==> src/rtl/sent_tx_pkg.sv <==
// Shared defaults and width-legality helper for the SENT transmitter unpacker.
package sent_tx_pkg;

  localparam int unsigned BYTE_W_DEF = 8;
  localparam int unsigned MAX_W_DEF  = 16;
  localparam int unsigned ACC_W_DEF  = 24;
  localparam int unsigned CFG_W_DEF  = 5;

  localparam int unsigned WIDTH_MIN  = BYTE_W_DEF;
  localparam int unsigned WIDTH_MAX  = MAX_W_DEF;

  function automatic logic width_legal(input int unsigned w,
                                       input int unsigned lo = WIDTH_MIN,
                                       input int unsigned hi = WIDTH_MAX);
    return (w >= lo) && (w <= hi);
  endfunction

endpackage

==> src/rtl/sent_tx_unpack_ch.sv <==
// One unpacker channel: byte FIFO reader, MSB-first bit accumulator and
// valid/ready output register.
module sent_tx_unpack_ch
  import sent_tx_pkg::*;
#(
  parameter int unsigned BYTE_W = BYTE_W_DEF,
  parameter int unsigned MAX_W  = MAX_W_DEF,
  parameter int unsigned ACC_W  = ACC_W_DEF,
  parameter int unsigned CFG_W  = CFG_W_DEF
) (
  input  logic              clk,
  input  logic              reset,
  input  logic              enable,
  input  logic [CFG_W-1:0]  cfg_width,
  input  logic              fifo_empty,
  input  logic [BYTE_W-1:0] fifo_data,
  output logic              read_enable,
  output logic [MAX_W-1:0]  data_out,
  output logic              data_valid,
  input  logic              data_ready,
  output logic              cfg_err
);

  localparam int unsigned FILL_W = $clog2(ACC_W + 1);

  logic [ACC_W-1:0]  acc, acc_n;
  logic [FILL_W-1:0] fill, fill_n;
  logic [FILL_W-1:0] width_q, width_eff, cfg_sel;
  logic [FILL_W:0]   demand;
  logic [MAX_W-1:0]  mask, word;
  logic              pend, en_d, alive, rise, cfg_ok;
  logic              do_extract, do_capture;

  assign rise      = enable && !en_d;
  assign cfg_ok    = width_legal(32'(cfg_width), BYTE_W, MAX_W);
  assign cfg_sel   = cfg_ok ? FILL_W'(cfg_width) : FILL_W'(MAX_W);
  // On the rising cycle the new width is not yet latched, so use it directly.
  assign width_eff = rise ? cfg_sel : width_q;

  // Bits already held plus the byte still in flight decide whether to pop.
  assign demand      = {1'b0, fill} + (pend ? (FILL_W+1)'(BYTE_W) : '0);
  assign read_enable = alive && enable && !fifo_empty && (demand < {1'b0, width_eff});

  assign do_extract = enable && (fill >= width_q) && (!data_valid || data_ready);
  assign do_capture = enable && pend;

  // Oldest bits sit at acc[fill-1]; shift them down to the bottom of the word.
  assign mask = ~({MAX_W{1'b1}} << width_q);
  assign word = MAX_W'(acc >> (fill - width_q)) & mask;

  always_comb begin
    acc_n  = acc;
    fill_n = fill;
    if (!enable) begin
      acc_n  = '0;
      fill_n = '0;
    end else begin
      if (do_extract) fill_n = fill - width_q;
      if (do_capture) begin
        acc_n  = {acc[ACC_W-BYTE_W-1:0], fifo_data};
        fill_n = fill_n + FILL_W'(BYTE_W);
      end
    end
  end

  always_ff @(posedge clk or negedge reset) begin
    if (!reset) begin
      acc        <= '0;
      fill       <= '0;
      pend       <= 1'b0;
      en_d       <= 1'b0;
      alive      <= 1'b0;
      width_q    <= FILL_W'(MAX_W);
      data_out   <= '0;
      data_valid <= 1'b0;
      cfg_err    <= 1'b0;
    end else begin
      acc     <= acc_n;
      fill    <= fill_n;
      pend    <= read_enable;
      en_d    <= enable;
      alive   <= 1'b1;
      cfg_err <= rise && !cfg_ok;
      if (rise) width_q <= cfg_sel;
      if (do_extract) begin
        data_out   <= word;
        data_valid <= 1'b1;
      end else if (data_ready) begin
        data_valid <= 1'b0;
      end
    end
  end

endmodule

==> src/rtl/sent_tx_data_unpack.sv <==
// Multi-channel byte-to-word unpacker: one independent channel per fast
// channel, flattened buses sliced per instance.
module sent_tx_data_unpack
  import sent_tx_pkg::*;
#(
  parameter int unsigned NUM_CH = 2,
  parameter int unsigned BYTE_W = BYTE_W_DEF,
  parameter int unsigned MAX_W  = MAX_W_DEF,
  parameter int unsigned ACC_W  = ACC_W_DEF,
  parameter int unsigned CFG_W  = CFG_W_DEF
) (
  input  logic                     clk,
  input  logic                     reset,
  input  logic [NUM_CH-1:0]        enable,
  input  logic [NUM_CH*CFG_W-1:0]  cfg_width,
  input  logic [NUM_CH-1:0]        fifo_empty,
  input  logic [NUM_CH*BYTE_W-1:0] fifo_data,
  output logic [NUM_CH-1:0]        read_enable,
  output logic [NUM_CH*MAX_W-1:0]  data_out,
  output logic [NUM_CH-1:0]        data_valid,
  input  logic [NUM_CH-1:0]        data_ready,
  output logic [NUM_CH-1:0]        cfg_err
);

  for (genvar c = 0; c < NUM_CH; c++) begin : g_ch
    sent_tx_unpack_ch #(
      .BYTE_W (BYTE_W),
      .MAX_W  (MAX_W),
      .ACC_W  (ACC_W),
      .CFG_W  (CFG_W)
    ) u_ch (
      .clk         (clk),
      .reset       (reset),
      .enable      (enable[c]),
      .cfg_width   (cfg_width[c*CFG_W +: CFG_W]),
      .fifo_empty  (fifo_empty[c]),
      .fifo_data   (fifo_data[c*BYTE_W +: BYTE_W]),
      .read_enable (read_enable[c]),
      .data_out    (data_out[c*MAX_W +: MAX_W]),
      .data_valid  (data_valid[c]),
      .data_ready  (data_ready[c]),
      .cfg_err     (cfg_err[c])
    );
  end

endmodule

==> config.mk <==
export PLATFORM = sky130hd
export DESIGN_NAME = sent_tx_data_unpack
export DESIGN_NICKNAME = d
export VERILOG_FILES = /design/src/rtl/sent_tx_pkg.sv /design/src/rtl/sent_tx_unpack_ch.sv /design/src/rtl/sent_tx_data_unpack.sv
export SDC_FILE = /design/constraint.sdc
export NUM_CORES = 1
export LEC_CHECK = 0
export ABC_AREA = 1
export CORE_MARGIN = 10
export CORE_UTILIZATION = 58
export DETAILED_ROUTE_END_ITERATION = 16
export PLACE_DENSITY_LB_ADDON = 0.2
export SYNTH_ARGS = -nofsm -noshare
export SYNTH_HDL_FRONTEND = slang
export SYNTH_SLANG_ARGS = --single-unit
==> constraint.sdc <==
create_clock -name clk -period 3.9 [get_ports clk]
set_input_delay 0.78 -clock clk [delete_from_list [all_inputs] [get_ports clk]]
set_output_delay 0.78 -clock clk [all_outputs]
set_load 0.005 [all_outputs]
== After elaboration in Yosys (flattened, before gate mapping) ==
Index checks and enable logic that the tools add are counted.
W data, S select, Z words.
Storage, ports and cells
  flip-flop bits (word level): 109
  word-level logic and storage cells: 93
Cells by class
  $add $sub $neg: 6
  order comparisons: 8
  equality and inequality tests: 2
  shift operators: 4
  mux-type cells: 22
  bitwise logic cells: 4
  reductions and logical operators: 30
Operator list (number)
  $mux W24: 4
  $mux W5: 12
  $shr A24 B5 Y16: 2
  $and A16 B16 Y16: 2
  $not A16 Y16: 2
  $shl A16 B5 Y16 const A: 2
  $logic_and A1 B1 Y1: 18
  $add A5 B6 Y6: 2
  $lt A6 B5 Y1: 2
  $add A5 B4 Y5 const B: 2
  $ge A5 B4 Y1 const B: 2
  $ge A5 B5 Y1: 2
  $le A5 B5 Y1 const B: 2
  $sub A5 B5 Y5: 2
  $logic_not A1 Y1: 8
  $mux W4: 2
  $mux W1: 4
  $ne A2 B1 Y1 const B: 2
  $reduce_bool A2 Y1: 2
  $logic_or A1 B1 Y1: 2

== Longest topological paths before layout ==
  depth in word-level cells: 8
  mapped depth: 15
  gate-level depth less buffers: 14

== Cells and area by module ==
Synthesis repeated with hierarchy kept, for this count alone.
Unflattened totals
  cell total of the unflattened synthesis: 1054
  area, all modules: 7430.9 um2
By module, submodules not included
  sent_tx_unpack_ch (g_ch[0].u_ch): times used 1, cells each 534, area each 3751.1 um2, seq. area each 1377.6 um2
  sent_tx_unpack_ch (g_ch[1].u_ch): times used 1, cells each 520, area each 3679.8 um2, seq. area each 1377.6 um2

== Worst setup path before layout ==
No wires, ideal clock.
  path type: input-to-output
  start point: input port enable[1]
  end point: output port read_enable[1]
  arrival time: 2.840 ns
  data required time: 3.120 ns
  slack: 0.280 ns
  stages: 14
  path buffers: 2
  cell sequence: buf_2 -> inv_1 -> nor2_1 -> inv_1 -> nor3_1 -> a21oi_1 -> inv_1 -> fa_1 -> inv_1 -> nor2_1 -> a2111oi_0 -> o21ai_0 -> nor2_1 -> buf_4
Between the ends
  cells in the longest elaborated chain, start to end: 4
RTL lines
  from (decl): RTL line sent_tx_data_unpack.sv:14  | input logic [NUM_CH-1:0] enable,
  $logic_and A1 B1 Y1: RTL line sent_tx_unpack_ch.sv:34  | assign rise = enable && !en_d;
  $mux W5
  net g_ch[1].u_ch.width_eff[4]: RTL line sent_tx_unpack_ch.sv:28  | logic [FILL_W-1:0] width_q, width_eff, cfg_sel;
  $lt A6 B5 Y1: RTL line sent_tx_unpack_ch.sv:42  | assign read_enable = alive && enable && !fifo_empty && (demand < {1'b0, width_eff});
  $logic_and A1 B1 Y1: RTL line sent_tx_unpack_ch.sv:42
  to (decl): RTL line sent_tx_data_unpack.sv:18  | output logic [NUM_CH-1:0] read_enable,
The timed path passes the listed nets, and every way through them passes these cells.

== Worst setup path after layout ==
  start point: input port enable[0]
  end point: output port read_enable[0]
Between the ends
  cells in the longest elaborated chain, start to end: 4
RTL lines
  $logic_and A1 B1 Y1: RTL line sent_tx_unpack_ch.sv:34
  $mux W5: RTL line sent_tx_unpack_ch.sv:38  | assign width_eff = rise ? cfg_sel : width_q;
  net g_ch[0].u_ch.width_eff[4]: RTL line sent_tx_unpack_ch.sv:28
  $lt A6 B5 Y1: RTL line sent_tx_unpack_ch.sv:42
  $logic_and A1 B1 Y1: RTL line sent_tx_unpack_ch.sv:42
The timed path passes the listed nets, and every way through them passes these cells.

==> impl_metrics.tcl <==
set metrics [dict create \
    status "finished, final reports clean" \
    cp_max_fo 3 \
    ir_drop_mv 0.428 \
    cts_buffers 9 \
    seq_area_sq_mm 0.00273 \
    netlist_instances 1023 \
    dieWidth_microns 131 \
    comb_power_share_pct 66.3 \
    numClockSinks 109 \
    ys_async_sr_fraction_pct 100 \
    maxSlewHeadroom_pct 46.0 \
    nFillCells 1047 \
    p_sw_mw 3.81 \
    synth-edff-count 0 \
    synth_nets 1081 \
    p_leak_nw 4.07 \
    grt_pass1_wl_mm 31.9 \
    layout_commonest_cell "nand2_1" \
    setup_violations 0 \
    via_count 7284 \
    ios 72 \
    hold_buffers 0 \
    worst_pin_slew_ns 0.808 \
    drive_gt1_share_pct 6.19 \
    final.setup_skew_ns 0.00914 \
    arrival_ns 2.99 \
    port_buffers 71 \
    place_area_sq_mm 0.00796 \
    worstPathRequired_ns 3.12 \
    drt_iter0_drc 1016 \
    drv_cap 0 \
    die_h_microns 131 \
    grt_max_degree 56 \
    grtUsageTotal_pct 23.2 \
    synth.avg_cell_area_sq_um 6.97 \
    htree_num_levels 3 \
    multi_input_area_sq_mm 0.00377 \
    p_per_area_mw_per_mm2 882 \
    cp-start-kind "input pin" \
    grt_pass1_vias 6578 \
    final_area_sq_mm 0.00830 \
    slew_violations 0 \
    grt-ovfl-total 0 \
    antenna_left 0 \
    nets 1135 \
    synth_ff_type "dfrtp_1" \
    ys_ff_latch 109 \
    wl_per_cell_microns 16.1 \
    clkPwrFrac_pct 13.3 \
    grt_setup_unrepaired "no" \
    antenna_found_initial 0 \
    clockBufferDepth 2 \
    cts_tree "yes" \
    clk_pin_slew_ns 0.08 \
    fin_crit_sh_pct 96.6 \
    yosysSeqAreaShare_pct 38.3 \
    start_util_pct 59.4 \
    fmax_ghz 0.265 \
    route.detailed.drc 0 \
    use_met3_pct 5.92 \
    crit_path_end_kind "output port" \
    final_cell_mix "289 x nand2_1, 197 x nand3_1, 107 x dfrtp_1, 95 x inv_1, 75 x o21ai_0" \
    min_period_ns 3.77 \
    hp-class "in -> async" \
    dp_hpwl_mm 14.4 \
    p_sw_share_pct 52.1 \
    die_area_sq_mm 0.0171 \
    path_class "in -> out" \
    areaGrowthSynthToFinish_pct 16.4 \
    n_antenna_cell 0 \
    p_int_mw 3.51 \
    clock_latency_ns 0.37 \
    yosysUniqueCellTypes 39 \
    viasPerCell 5.93 \
    use_met1_pct 33.5 \
    grt_util_met2_pct 33.8 \
    fin_util_pct 69.1 \
    root_buffer "clkbuf_16" \
    synth_area_sq_mm 0.00713 \
    top_usage_layer "met2" \
    ys_warn_count 0 \
    rows 40 \
    dr.pass1.iters 7 \
    wirelength_mm 19.8 \
    core_sq_mm 0.0120 \
    power.total_mw 7.32 \
    hold_viol 0 \
    pwr-share-seq_pct 20.3 \
    gp_congestion 0.925 \
]
[stage by stage]
stage	std cells	TNS, ns	hold slack [ns]	setup slack (ns)
6_report	1229	0	0.454	0.133
5_1_grt	1229	0	0.503	0.0221
4_1_cts	1228	0	0.478	0.0432
3_5_place_dp	1211	-0.699	0.465	-0.533
3_3_place_gp	1211	-0.600	0.462	-0.503
2_1_floorplan	1023	0	0.472	0.280
[logic make-up after synthesis]
kind of cell	count (synthesis)	synth area share (%)
AOI/OAI and AO/OA	173	13.9
xor gates and xnor gates	2	0.351
adders and majority gates	24	4.63
buffers and inverters	162	9.30
DFF	109	38.3
other	1	0.0526
and+or+nand+nor	552	33.5
[Yosys cell counts, types with 7 or more instances]
| cell type | instances | share of area (%) |
|---|---|---|
| clkinv_1 | 7 | 0.37 |
| a21oi_1 | 17 | 1.2 |
| nand4_1 | 7 | 0.61 |
| ha_1 | 20 | 3.5 |
| o22ai_1 | 32 | 2.8 |
| buf_2 | 23 | 1.6 |
| o21ai_1 | 11 | 0.77 |
| nor2_1 | 41 | 2.2 |
| nand2_1 | 289 | 15 |
| a31oi_1 | 7 | 0.61 |
| nand3_1 | 197 | 14 |
| inv_1 | 96 | 5.1 |
| o21ai_0 | 76 | 5.3 |
| buf_4 | 7 | 0.74 |
| o211ai_1 | 16 | 1.7 |
| dfrtp_1 | 107 | 38 |
| clkbuf_1 | 24 | 1.3 |
[path summary, 6_finish.rpt]
| check | cells past startpoint | from | to | slack [ns] |
|---|---|---|---|---|
| max | 11 | enable[0] | read_enable[0] | 0.13 |
| min | 1 | reset | g_ch[1].u_ch.data_out[15] | 0.45 |
| max reg2reg | 13 | g_ch[1].u_ch.fill[0] | g_ch[1].u_ch.data_out[0] | 0.75 |
| min reg2reg | 2 | g_ch[0].u_ch.data_out[7] | g_ch[0].u_ch.data_out[7] | 0.48 |
| max in group asynchronous | 2 | reset | g_ch[0].u_ch.width_q[4] | 2.57 |
| min in group clk | 2 | g_ch[0].u_ch.data_out[7] | g_ch[0].u_ch.data_out[7] | 0.48 |
[power groups by stage]
stage          Clock (mW)  Combinational [mW]  Sequential (mW)
3_5_place_dp            0                4.71             1.51
6_report            0.976                4.86             1.49
4_1_cts             0.983                4.73             1.49
2_1_floorplan           0                3.45             1.49
5_1_grt              1.03                5.40             1.52
3_3_place_gp            0                4.64             1.51
[critical path, stage by stage]
cell             delay, ns
clkdlybuf4s50_1       0.48
inv_1                 0.06
nor2_1                0.13
inv_1                 0.10
a21oi_2               0.16
inv_1                 0.07
fa_1                  0.50
inv_1                 0.05
o31ai_1               0.26
a41oi_1               0.10
dlygate4sd2_1         0.30
[routing by layer]
metal / share of wire (%) / routed length, microns
met1: 46 / 9150
met2: 42 / 8390
met3: 9.8 / 1940
met4: 1.6 / 315
met5: 0 / 0
[sequential cells by signal, summed over array words and instances (netlist names)]
name / count
g_ch.u_ch.width_q: 10
g_ch.u_ch.cfg_err: 2
g_ch.u_ch.en_d: 2
g_ch.u_ch.pend: 2
g_ch.u_ch.alive: 1
g_ch.u_ch.acc: 48
g_ch.u_ch.fill: 10
g_ch.u_ch.data_out: 32
g_ch.u_ch.data_valid: 2
[final cells by class]
cell class	instances	area share [%]
clock buffers	9	2.71
clock inverters	7	0.995
inverters	106	4.79
multi-input cells	752	45.4
flip-flops and latches	109	32.9
well taps	147	2.22
repair buffers	99	11.0
[timing repair]
action | 4_1_cts | 5_1_grt
endpoints found under the setup margin | 2 | 2
hold endpoints to repair | 0 | 0
setup buffers | 1 | 1
resized for setup | 9 | 6
pin swaps | 3 | 3
No activity file was read; power rests on OpenSTA's default activity.
==> RTL change: new RTL, same settings <==
Register the output `cfg_err`, without a reset; this adds one clock of latency there. The other outputs are not delayed to match.
--- a/src/rtl/sent_tx_data_unpack.sv
+++ b/src/rtl/sent_tx_data_unpack.sv
@@ -24,2 +24,4 @@
 
+  logic [NUM_CH-1:0] cfg_err_d;
+
   for (genvar c = 0; c < NUM_CH; c++) begin : g_ch
@@ -41,4 +43,8 @@
       .data_ready  (data_ready[c]),
-      .cfg_err     (cfg_err[c])
+      .cfg_err     (cfg_err_d[c])
     );
+  end
+
+  always_ff @(posedge clk) begin
+      cfg_err <= cfg_err_d;
   end
Formal check against the unedited RTL: not equivalent (Yosys sat finds a counterexample within 4 cycles, from zero or initial values and one cycle with reset low).
==> RTL change against the original RTL <==
Wire length shrank 2.4%; setup slack better by 0.040 ns; power shrank 0.45%; sequential cell count up 2; clock skew fell by 0.00085 ns; worst hold slack got worse by 0.11 ns; final area rose by 0.80%; synthesized area increased by 0.61%; first-iteration DRC count is 1.8% lower; critical endpoint unchanged; largest cell class unchanged.
==> RTL change: results (changes against the original RTL) <==
metric;value;unit;change
synth_edf_count;0;;unchanged
grt_use_total;21.8;%;was 23.2%
grt_pass1_vias;6408;;was 6,578
required;3.12;ns;about the same
synth_fp_nets;1082;;was 1,081
ys_top_cells_by_count;292 x nand2_1, 196 x nand3_1, 107 x dfrtp_1;;was 289 x nand2_1, 197 x nand3_1, 107 x dfrtp_1
clk_path_buf_depth;2;;unchanged
slowest_stage;fa_1;;unchanged
hpwl;14000;µm;was 14,400 µm
cts-root-buf;clkbuf_16;;unchanged
diodes;0;;unchanged
post-cts-setup-buffers;0;;was 1
ys.flop_type;dfrtp_1;;unchanged
numPortBuffers;71;;unchanged
htreeDepth;3;;unchanged
avgRoutedWirePerCell;15.5;µm;was 16.1 µm
hp-class;flop to flop;;was input pin to async pin
synth_cell_type_count;41;;was 39
clock_skew;0.00829;ns;was 0.00914 ns
vdd_ir_drop_max;414;µV;was 428 µV
ys_async_sr_fraction;98.2;%;was 100%
drc;0;;unchanged
fillerInstances;1029;;was 1,047
ys_seq_area_share;38.6;%;was 38.3%
viasPerCell;5.81;;was 5.93
clkLatencyLatePin;0.36;ns;
dpl_worst_slack;-0.448;ns;was -0.533 ns
cts.clk_slew.worst_paths;0.07;ns;
grt_pass1_wl;32000;µm;was 31,900 µm
routabilityCongestion;0.972;;was 0.925
syn_area_per_cell;7.01;µm²;was 6.97 µm²
drive_gt1_share;6.20;%;was 6.19%
antenna_found_initial;0;;unchanged
status;complete, no violations;;unchanged
critPathTopFamily;buffers and inverters;;unchanged
worstHoldPathCells;0;;
yosysWarnings;0;;unchanged
reg.largest.list;g_ch.u_ch.acc: 48 flops, g_ch.u_ch.data_out: 32 flops;;unchanged
grt_max_degree;60;;was 56
max_stage_delay;0.50;ns;about the same
numCtsBuffers;9;;unchanged
netlist_top_cells_area;dfrtp_1 37%, nand2_1 15%, nand3_1 14%;;was dfrtp_1 38%, nand2_1 15%, nand3_1 14%
firstDrtPassIters;5;;was 7
power_leakage;4.08;nW;was 4.07 nW
hold_viol_final;0;;unchanged
r2r_cells;13;;unchanged
drt_iter0_drc;998;;was 1,016
layout.cells.non_filler;1248;;was 1,229
worstMarginPinSlew;0.846;ns;was 0.808 ns
cp_max_fo;3;;unchanged
[RTL change: path summary, 6_finish.rpt]
check | from | end | slack (ns)
max | enable[0] | read_enable[0] | 0.17
min | g_ch[1].u_ch.cfg_err$_DFF_PN0_ | cfg_err[1]$_DFF_P_ | 0.35
max reg2reg | g_ch[1].u_ch.fill[0]$_DFFE_PN0P_ | g_ch[1].u_ch.data_out[0]$_DFFE_PN0N_ | 0.70
min reg2reg | g_ch[1].u_ch.cfg_err$_DFF_PN0_ | cfg_err[1]$_DFF_P_ | 0.35
max in group asynchronous | reset | g_ch[1].u_ch.width_q[4]$_DFF_PN1_ | 2.70
min in group asynchronous | reset | g_ch[1].u_ch.data_out[6]$_DFFE_PN0N_ | 0.43
[RTL change: cell type report]
class                      count  area, µm²  area share (%)
sequential                   111       2770            33.1
inverter                     106        398            4.76
clock inverter                 5       65.1           0.778
tap                          168        210            2.51
timing repair buffer          94        890            10.6
multi-input combinational    753       3790            45.3
clock buffer                  11        243            2.90
[RTL change: cell families after synthesis]
logic type	count (synthesis)	synth area share, %
and+or+nand+nor	554	33.5
DFF	111	38.6
xor gates and xnor gates	2	0.453
other	1	0.0523
adders and majority gates	24	4.60
AOI/OAI and AO/OA	172	13.7
buffers and inverters	160	9.07
[RTL change: where the power goes]
part           switching, mW  internal (mW)
Combinational           3.17           1.63
Sequential             0.158           1.36
Clock                  0.446          0.522
[RTL change: per-stage QoR]
stage / cell area (µm²) / utilization [%] / power [mW]
floorplan: 7180 / - / 4.99
global placement: 8030 / 66.6 / 6.16
detailed placement: 8030 / 66.6 / 6.20
CTS: 8360 / 69.3 / 7.20
global route: 8370 / 69.4 / 7.92
finish: 8370 / 69.4 / 7.29
[RTL change: layer usage]
layer	global-route usage, %	vias to the layer above	part of all wire [%]
li1	-	3533	-
met1	33.3	3346	48
met2	30.5	337	42
met3	4.27	30	7.9
met4	5.69	0	1.6
met5	0	-	0
[RTL change: timing repair]
action	CTS	global route
hold buffers	0	0
pin swaps	2	5
setup endpoints to repair	2	2
gates cloned	0	0
gates resized for setup	12	7
